--- src/rtl/intc_pkg.sv ---
// Shared types and helpers for the int_ctrl interrupt controller.
package intc_pkg;

    typedef enum logic [1:0] {
        IDLE = 2'd0,
        REQ  = 2'd1,
        SERV = 2'd2,
        HOLD = 2'd3
    } intc_state_e;

    localparam int NSRC_DEF = 4;

    // One-hot of the lowest set bit; bit 0 is the highest priority.
    function automatic logic [31:0] prio_onehot(input logic [31:0] v);
        return v & (~v + 32'd1);
    endfunction

endpackage

--- src/rtl/intc_edge_sync.sv ---
// Single-bit synchroniser with a history flop, producing a one-cycle rising-edge strobe.
module intc_edge_sync #(
    parameter int SYNC_STAGES = 2
) (
    input  logic clk,
    input  logic reset_n,
    input  logic async_in,
    output logic rise
);

    logic [SYNC_STAGES-1:0] sync_r;
    logic                   hist_r;

    // Synchroniser shift chain and edge history.
    always_ff @(posedge clk or negedge reset_n) begin
        if (!reset_n) begin
            sync_r <= {SYNC_STAGES{1'b0}};
            hist_r <= 1'b0;
        end else begin
            sync_r <= {sync_r[SYNC_STAGES-2:0], async_in};
            hist_r <= sync_r[SYNC_STAGES-1];
        end
    end

    assign rise = sync_r[SYNC_STAGES-1] & ~hist_r;

endmodule

--- src/rtl/int_ctrl.sv ---
// Fixed-priority interrupt controller driving the CPU Ireq/gntInt/Iack handshake.
// Optional: define INTC_REARB_EN to preempt a pending request with a higher-priority source.
module int_ctrl
    import intc_pkg::*;
#(
    parameter int NSRC        = NSRC_DEF,
    parameter int SYNC_STAGES = 2,
    parameter int HOLD_CYC    = 4
) (
    input  logic            clk,
    input  logic            reset_n,
    input  logic [NSRC-1:0] int_src_i,
    input  logic [31:0]     int_en_i,
    input  logic            Iack,
    output logic            Ireq,
    output logic [NSRC-1:0] gntInt,
    output logic [NSRC-1:0] pending_o,
    output logic [1:0]      state_o
);

    localparam int                CNT_W     = $clog2(HOLD_CYC + 1);
    localparam logic [CNT_W-1:0]  HOLD_LOAD = CNT_W'(HOLD_CYC - 1);
    localparam logic [NSRC-1:0]   ZERO_SRC  = {NSRC{1'b0}};

    logic [NSRC-1:0]  edge_s;
    logic [NSRC-1:0]  pending_r;
    logic [NSRC-1:0]  eligible_s;
    logic [NSRC-1:0]  clr_s;
    logic [NSRC-1:0]  pick_s;
    logic [31:0]      pick_full_s;
    logic [NSRC-1:0]  gnt_r;
    logic             ireq_r;
    intc_state_e      state_r;
    logic [CNT_W-1:0] cnt_r;
    logic             unused_s;

    for (genvar i = 0; i < NSRC; i++) begin : g_sync
        intc_edge_sync #(
            .SYNC_STAGES (SYNC_STAGES)
        ) u_sync (
            .clk      (clk),
            .reset_n  (reset_n),
            .async_in (int_src_i[i]),
            .rise     (edge_s[i])
        );
    end

    // Eligibility, priority pick and acknowledge-driven clear mask.
    always_comb begin
        eligible_s  = pending_r & int_en_i[NSRC-1:0];
        pick_full_s = prio_onehot(32'(eligible_s));
        pick_s      = pick_full_s[NSRC-1:0];
        if (state_r == REQ && Iack) begin
            clr_s = gnt_r;
        end else begin
            clr_s = ZERO_SRC;
        end
    end

    // Pending register: a new edge beats a simultaneous clear so no event is lost.
    always_ff @(posedge clk or negedge reset_n) begin
        if (!reset_n) begin
            pending_r <= ZERO_SRC;
        end else begin
            pending_r <= (pending_r & ~clr_s) | edge_s;
        end
    end

    // Handshake FSM with registered request, grant and hold counter.
    always_ff @(posedge clk or negedge reset_n) begin
        if (!reset_n) begin
            state_r <= IDLE;
            ireq_r  <= 1'b0;
            gnt_r   <= ZERO_SRC;
            cnt_r   <= {CNT_W{1'b0}};
        end else begin
            case (state_r)
                IDLE: begin
                    if (eligible_s != ZERO_SRC) begin
                        ireq_r  <= 1'b1;
                        gnt_r   <= pick_s;
                        state_r <= REQ;
                    end
                end
                REQ: begin
                    if (Iack) begin
                        ireq_r  <= 1'b0;
                        gnt_r   <= ZERO_SRC;
                        state_r <= SERV;
                    end else if ((gnt_r & int_en_i[NSRC-1:0]) == ZERO_SRC) begin
                        ireq_r  <= 1'b0;
                        gnt_r   <= ZERO_SRC;
                        state_r <= IDLE;
                    end
`ifdef INTC_REARB_EN
                    // Both one-hot: a numerically smaller pick is a lower index, i.e. higher priority.
                    else if (pick_s != ZERO_SRC && pick_s < gnt_r) begin
                        ireq_r  <= 1'b0;
                        gnt_r   <= ZERO_SRC;
                        state_r <= IDLE;
                    end
`endif
                end
                SERV: begin
                    if (!Iack) begin
                        cnt_r   <= HOLD_LOAD;
                        state_r <= HOLD;
                    end
                end
                HOLD: begin
                    if (cnt_r == {CNT_W{1'b0}}) begin
                        state_r <= IDLE;
                    end else begin
                        cnt_r <= cnt_r - {{(CNT_W-1){1'b0}}, 1'b1};
                    end
                end
                default: begin
                    state_r <= IDLE;
                    ireq_r  <= 1'b0;
                    gnt_r   <= ZERO_SRC;
                end
            endcase
        end
    end

    assign Ireq      = ireq_r;
    assign gntInt    = gnt_r;
    assign pending_o = pending_r;
    assign state_o   = state_r;

    assign unused_s = ^{int_en_i[31:NSRC], pick_full_s[31:NSRC]};

endmodule

--- config.mk ---
export PLATFORM = sky130hd
export DESIGN_NAME = int_ctrl
export DESIGN_NICKNAME = d
export VERILOG_FILES = /design/src/rtl/intc_pkg.sv /design/src/rtl/intc_edge_sync.sv /design/src/rtl/int_ctrl.sv
export SDC_FILE = /design/constraint.sdc
export NUM_CORES = 1
export LEC_CHECK = 0
export ABC_AREA = 1
export BUFFER_PORTS_ARGS = -buffer_cell sky130_fd_sc_hd__buf_2
export CAP_MARGIN = 20
export CORE_UTILIZATION = 49
export DETAILED_ROUTE_END_ITERATION = 8
export MAX_ROUTING_LAYER = met4
export PLACE_DENSITY = 0.94
export SYNTH_ARGS = -nofsm -noshare
export SYNTH_HDL_FRONTEND = slang
export SYNTH_HIERARCHICAL = 1
export SYNTH_SLANG_ARGS = --single-unit
export TNS_END_PERCENT = 10
--- constraint.sdc ---
create_clock -name clk -period 2.01 [get_ports clk]
set_clock_uncertainty 0.05 [all_clocks]
set_input_delay 0.402 -clock clk [delete_from_list [all_inputs] [get_ports clk]]
set_output_delay 0.402 -clock clk [all_outputs]
set_load 0.03 [all_outputs]
# == Word level (Yosys, flattened, before mapping) ==
# Index checks and enable logic that the tools add are counted.
# op_classes
eq_ne,8
n_bitwise,15
muxes,18
reduce_logical,10
addsub,2
# op_table
operator,count
4-bit AND,4
4-bit two-way mux,4
2-bit two-way mux,5
2-bit inequality test (second input constant),4
4-bit NOT,2
2-bit case mux with 4 select lines,1
4-bit case mux with 2 select lines,1
3-bit two-way mux,2
3-bit case mux with 2 select lines,1
3-bit AND reduction,2
4-bit by 1-bit adder with 4-bit output (second input constant),1
1-bit AND,4
2-bit equality test (second input constant),2
4-bit zero test,1
1-bit NOT,4
4-bit bitwise OR,1
4-bit AND reduction,1
2-bit nonzero test,2
4-bit nonzero test,1
3-bit zero test,1
1-bit two-way mux,3
3-bit by 2-bit inequality test with 1-bit output (second input constant),1
3-bit by 1-bit subtractor with 3-bit output (second input constant),1
2-bit by 1-bit equality test with 1-bit output (second input constant),1
3 further kinds,3
# totals
elab_cells,66
regBits,26
output_inout_bits,11

# == Depth between registers and ports, before layout ==
# Gate-level depths: netlist of the first run.
# logic_depth
word_depth,6
mapped_depth,9
ltp_nobuf,9

# == Cells and area by module ==
# The synthesis of the first run kept the hierarchy.
# modules_own_cells
module,cells_per_inst,seq_area_each_um2,instances,area_each_um2
int_ctrl,94,350.3,1,759.5
intc_edge_sync,5,75.1,4,85.1

# == Worst setup path after synthesis of the first run ==
# Ideal clock, no wire load.
# synth_timing
path_type,register to register
start,"register state_r[0], in the netlist state_o[0]"
end,"register ireq_r, in the netlist Ireq"
path_stages_with_launch,8
required_ps,1840
arrival_time_ps,1142
period_less_slack_ps,1312
setup_slack_ps,698
cell_sequence,dfrtp_1 -> buf_4 -> inv_2 -> nor3_2 -> o21ai_2 -> nand3_2 -> nand2_1 -> nand2_1
# synth_between
elab_chain_cells,3
elab_cells_between_ends,7
cone_classes,eq/ne: 3; mux: 1; reduce/logical: 3
# synth_lines
element,line_no,source
from (decl),int_ctrl.sv:33,intc_state_e state_r;
from (signal assigned),int_ctrl.sv:72,state_r <= IDLE;
from (signal assigned),int_ctrl.sv:82,state_r <= REQ;
from (signal assigned),int_ctrl.sv:89,state_r <= SERV;
2-bit by 1-bit equality test with 1-bit output / 2-bit zero test (equally long branches),int_ctrl.sv:77,case (state_r)
"3-bit by 2-bit inequality test with 1-bit output (no source line), or another cell as far along",n/a,
3-bit AND reduction (no source line),n/a,
to (signal assigned),int_ctrl.sv:73,ireq_r <= 1'b0;
to (signal assigned),int_ctrl.sv:80,ireq_r <= 1'b1;
to (signal assigned),int_ctrl.sv:87,ireq_r <= 1'b0;
to (decl),int_ctrl.sv:32,logic ireq_r;
# Parallel ways exist; a longest one is shown, timed or not.
# A chain may end at the register's enable or synchronous reset.

# == Worst setup path in the final report of the first run ==
# layout_timing
start,"register state_r[0], in the netlist state_o[0]"
end,output state_o[0]
# layout_rtl
element,line_no,source
to (decl),int_ctrl.sv:18,output logic [1:0] state_o
# No word-level cell between the ends.

==> results of run 1 <==
state kept, by name (all words and copies together), names as in the netlist, named ones only:
signal / flops
pending_o: 4
cnt_r: 3
g_sync.u_sync/sync_r: 8
Ireq: 1
state_o: 1
g_sync.u_sync/hist_r: 4
gntInt: 4
through the flow:
| step | util, % | instances | hold slack, ns | setup slack [ns] |
|---|---|---|---|---|
| 3_3_place_gp | 60.05 | 160 | 0.2838 | 0.7293 |
| 6_report | 62.62 | 164 | -0.009129 | 0.3447 |
| 4_1_cts | 62.62 | 164 | 0.004530 | 0.3338 |
| 5_1_grt | 62.62 | 164 | 0.04382 | 0.3008 |
| 3_5_place_dp | 60.05 | 160 | 0.2863 | 0.7211 |
| 2_1_floorplan | - | 114 | 0.05641 | 0.6977 |
how the worst min path moves through the flow:
stage | startpoint | end | cells after the start
global placement | g_sync[0].u_sync/sync_r[0] | g_sync[0].u_sync/sync_r[1] | 0
detailed placement | g_sync[2].u_sync/sync_r[0] | g_sync[2].u_sync/sync_r[1] | 0
CTS | reset_n | g_sync[1].u_sync/sync_r[0] | 1
floorplan | reset_n | Ireq | 0
finish | reset_n | g_sync[2].u_sync/hist_r | 1
global route | reset_n | g_sync[2].u_sync/sync_r[0] | 1
layout make-up:
type / instances / share of cell area (%)
Clock inverter: 1 / 2.348
Multi-Input combinational cell: 70 / 29.45
Timing Repair Buffer: 21 / 8.219
Sequential cell: 26 / 50.88
Tap cell: 27 / 2.642
Inverter: 16 / 4.697
Clock buffer: 3 / 1.761
metal layers:
metal,global-route usage (%),vias to the layer above,wire length [um]
li1,-,413,-
met1,20.04,390,836
met2,31.05,35,928
met3,1.869,7,97
met4,9.048,0,46
met5,-,-,0
cells by family after synthesis:
kind of cell	Yosys count
AOI/OAI and AO/OA	12
DFF	26
adders and majority gates	2
and+or+nand+nor	56
buffers and inverters	18
Yosys cell counts (all sizes together):
library cell	count
nand2	32
dfrtp	26
inv	16
nand4	8
nor2	8
o21ai	6
nand3	5
a21o	4
ha	2
a21oi	1
a31oi	1
buf	1
clkbuf	1
nand3b	1
nor3	1
or2	1
where the power goes:
group | internal (mW) | switching (mW) | total, mW
clock network | 0.202 | 0.151 | 0.353
logic | 0.194 | 0.434 | 0.628
registers | 0.632 | 0.114 | 0.746
==> qor.yml, run 1 <==
cts:
  cts_hold_buf: 0
  cts_tree: "yes"
  clk_latency_ns: 0.32
  htree_levels: 1
  post_cts_buffers: 0
  clock-sinks: 26
  path_clk_slew_ns: 0.13
  numCtsBuffers: 3
  root_buffer: "clkbuf_4"
  cts_resized: 0
  clk_path_buf_depth: 2
synthesis:
  yosysUniqueCellTypes: 22
  synth_compound_area_share_pct: 6.826
  yosys.area_share.simple_pct: 25.14
  synth_top_area_share_pct: 59.16
  synth_area_leaders: "dfrtp_1 (59%), nand2_1 (9.6%), nand4_1 (4.6%)"
  synth_cells: 114
  synth.cell_area_um2: 1100
  synth_xor_area_share_pct: 0
  syn_avg_cell_area_um2: 9.647
  synth_top_cell_by_area: "dfrtp_1"
  synth_top_family_by_area: "simple AND/OR/NAND/NOR gates"
  syn-num-nets: 155
  yosys.area_share.adder_pct: 2.275
  ys_seq_elements: 26
  yosysWarnings: 6
  yosysSeqAreaShare_pct: 59.16
  synthMuxAreaShare_pct: 0
placement:
  dp_hpwl_mm: 1.392
  routabilityCongestion: 0.8779
  portBuffers: 21
  placed_area_um2: 1226
global_routing:
  grt_first_pass_wirelength_mm: 3.208
  antenna_found_initial: 0
  grtUsageTotal_pct: 17.76
  grt_pass1_vias: 820
  grt_max_degree: 27
  overflow: 0
worst_setup_path:
  cp.required_ns: 1.56
  endpoint_kind: "output pin"
  r2r-start: "state_o[0]"
  cpMaxStageDelayCell: "dfrtp_1"
  max_stage_delay_ns: 0.62
  reg2regPathDepth: 6
  critPathCapture: "state_o[0]"
  cp_top_family: "flip-flops"
  rrSetupSlack_ns: 0.64
  cp_num_buf_inv: 1
  cp_cell_sequence: "buf_2"
  r2r-end: "gntInt[2]"
  crit_start: "state_o[0]"
  crit_arrival_ns: 1.21
  worstSetupPathDepth: 1
  cp_max_fo: 11
  worst_setup_path_start_kind: "register"
  crit_type: "register to output pin"
floorplanning:
  die_x_um: 49.38
  initial_core_util_pct: 53.86
  die-height_um: 49.38
  core_um2: 2042
  dieArea_um2: 2438
  ioPinCount: 50
  rows: 16
power:
  peakVddDrop_uv: 854.5
  p_leak_nw: 0.6674
  p_per_area_nw_per_um2: 1351
  total_power_mw: 1.727
cells_and_area:
  seqCellArea_um2: 650.6
  design_area_um2: 1279
  drive_above_1_share_pct: 29.93
  insertedDiodeCount: 0
  fin_nets: 179
  n_fill_cell: 176
  layout_common_cells: "nand2_1 (28), dfrtp_1 (26), buf_2 (21), inv_1 (12), nand4_1 (8)"
  multi_input_area_um2: 376.6
  syn_to_final_growth_pct: 16.27
  final_common_cell: "nand2_1"
timing:
  rsz0062_at_grt: "no"
  whs_ns: -0.009129
  setup-tns-final_ns: 0
  fin_crit_sh_pct: 82.85
  clock.fmax_mhz: 600.5
  maxSlewViolCount: 0
  setup_viol: 0
  min_period_ns: 1.665
  hold_violations: 26
  worst_slew_pin_slew_ns: 0.5428
  slew_headroom_pct: 63.82
drt:
  route.antenna.remaining_nets: 0
  first_iter_violations: 22
  wl_mm: 1.908
  vias: 845
  firstDrtPassIters: 4
  avgViaCountPerCell: 5.152
  wl_per_cell_um: 11.63
  drc: 0
run_status:
  status: "finished, violations left"
  violations: "hold timing"
min_path:
  hold_class: "primary input to async pin"
job:
  drv_cap: 0
Note: power is estimated with default switching activity, not from simulation.
==> run 2, diff against run 1 <==
- CORE_UTILIZATION: 49 -> 41
- PLACE_DENSITY: 0.94 -> 0.85
- clock period: 2.01 -> 1.5 ns (I/O delays scaled with it)
==> qor.yml, run 2 (synthesized netlist as in run 1, its figures left out) <==
placement:
  routabilityCongestion: 0.8174  # -6.9%
  dp_hpwl_mm: 1.400  # +0.57%
  portBuffers: 21  # unchanged
drt:
  firstDrtPassIters: 4  # unchanged
  wl_per_cell_um: 11.08  # -4.8%
  wl_met1_um: 856  # +2.4%
  met3_length_um: 50  # -48%
  first_iter_violations: 14  # -36%
  met2_wirelength_um: 913  # -1.6%
  wl_mm: 1.850  # -3.0%
  vias: 835  # -1.2%
  dr.max_layer_used: "met4"
  drc: 0  # unchanged
  route.antenna.remaining_nets: 0  # unchanged
  avgViaCountPerCell: 5.000  # -3.0%
timing:
  min_period_ns: 1.430
  whs_ns: 0.03409  # +0.04321 ns
  hold_violations: 0  # -100%
  setup_viol: 0  # unchanged
  worst_slew_pin_slew_ns: 0.5650  # +0.02223 ns
  clock.fmax_mhz: 699.3
  maxSlewViolCount: 0  # unchanged
  slew_headroom_pct: 62.33  # -1.5 points
  setup-tns-final_ns: 0  # unchanged
  rsz0062_at_grt: "no"
  fin_crit_sh_pct: 95.33
floorplanning:
  die-height_um: 53.79  # +8.9%
  initial_core_util_pct: 43.99  # -9.9 points
  dieArea_um2: 2893  # +19%
  core_um2: 2500  # +22%
  ioPinCount: 50  # unchanged
  die_x_um: 53.79  # +8.9%
  rows: 18  # +2
worst_setup_path:
  max_stage_delay_ns: 0.53  # -0.09 ns
  cp_top_family: "flip-flops"
  cp_num_buf_inv: 1  # unchanged
  cp.required_ns: 1.15  # -0.41 ns
  cpMaxStageDelayCell: "dfrtp_2"
  cp_cell_sequence: "buf_2"
  worst_setup_path_start_kind: "register"
  cp_max_fo: 11  # unchanged
  endpoint_kind: "output pin"
  crit_arrival_ns: 1.08  # -0.13 ns
  crit_type: "register to output pin"
global_routing:
  overflow: 0  # unchanged
  grt_max_degree: 27  # unchanged
  grt_first_pass_wirelength_mm: 3.263  # +1.7%
  antenna_found_initial: 0  # unchanged
  grt_pass1_vias: 824  # +0.49%
  grtUsageTotal_pct: 16.15  # -1.6 points
cells_and_area:
  post-route-util_pct: 50.60  # -12 points
  final_common_cell: "nand2_1"
  largest_register: "g_sync.u_sync/sync_r"
  largest_reg_flops: 8  # unchanged
  layout_common_cells: "nand2_1 (28), dfrtp_1 (24), buf_2 (21), inv_1 (12), nand4_1 (8)"
  syn_to_final_growth_pct: 15.02
  fin_nets: 180  # +0.56%
  drive_above_1_share_pct: 30.66  # +0.73 points
  insertedDiodeCount: 0  # unchanged
  n_fill_cell: 241  # +37%
cts:
  clk_latency_ns: 0.31  # about the same
  clock-sinks: 26  # unchanged
  cts_tree: "yes"
  post_cts_buffers: 0  # unchanged
  root_buffer: "clkbuf_4"
  htree_levels: 1  # unchanged
  clk_path_buf_depth: 2  # unchanged
  numCtsBuffers: 3  # unchanged
  path_clk_slew_ns: 0.13  # about the same
job:
  drv_cap: 0  # unchanged
power:
  peakVddDrop_uv: 810.1  # -5.2%
  p_per_area_nw_per_um2: 1679  # +24%
  p_leak_nw: 0.6556  # -1.8%
run_status:
  status: "finished, final reports clean"
min_path:
  hold_class: "primary input to register"
run 2: layer usage:
layer	GRT usage, %	vias to the layer above
met4	7.018	0
met1	18.80	397
li1	-	417
met3	1.977	6
met2	27.78	15
met5	-	-
run 2: where the power goes:
part           internal (mW)  leakage [nW]  total [mW]  switching (mW)
logic                  0.262         0.344       0.841           0.579
registers              0.853         0.298        1.01           0.153
clock network         0.0937        0.0138       0.276           0.183
total                   1.21         0.656        2.12           0.914
run 2: area by class of cell:
type	count	area, um2	share of cell area (%)
Timing Repair Buffer	22	115.1	9.100
Inverter	16	60.06	4.748
Clock buffer	3	22.52	1.780
Sequential cell	26	653.1	51.63
Multi-Input combinational cell	70	376.6	29.77
Tap cell	30	37.54	2.967
run 2: through the flow:
| stage | std cells | setup WS (ns) | cell area, um2 | power, mW |
|---|---|---|---|---|
| 2_1_floorplan | 114 | 0.1877 | 1100 | 1.635 |
| 3_3_place_gp | 163 | 0.2280 | 1230 | 1.820 |
| 3_5_place_dp | 163 | 0.1881 | 1230 | 1.855 |
| 4_1_cts | 167 | 0.04518 | 1264 | 2.141 |
| 5_1_grt | 167 | 0.02005 | 1265 | 2.281 |
| 6_report | 167 | 0.07008 | 1265 | 2.124 |
run 2: what timing repair did:
item	in CTS	in global routing
gates resized for setup	1	1
hold buffers	1	0
endpoints found under the hold margin	26	0
setup endpoints to repair	1	1
run 2: worst paths after layout:
| path | startpoint | endpoint | cells after the start | slack (ns) |
|---|---|---|---|---|
| hold / removal | int_src_i[3] | g_sync[3].u_sync/sync_r[0] | 1 | 0.03 |
| min in group asynchronous | reset_n | cnt_r[0] | 2 | 0.50 |
| hold reg to reg | g_sync[1].u_sync/sync_r[0] | g_sync[1].u_sync/sync_r[1] | 0 | 0.32 |
| setup reg to reg | cnt_r[0] | state_o[0] | 9 | 0.23 |
| setup / recovery | state_o[0] | state_o[0] | 1 | 0.07 |
| max in group asynchronous | reset_n | async pin | 2 | 0.50 |
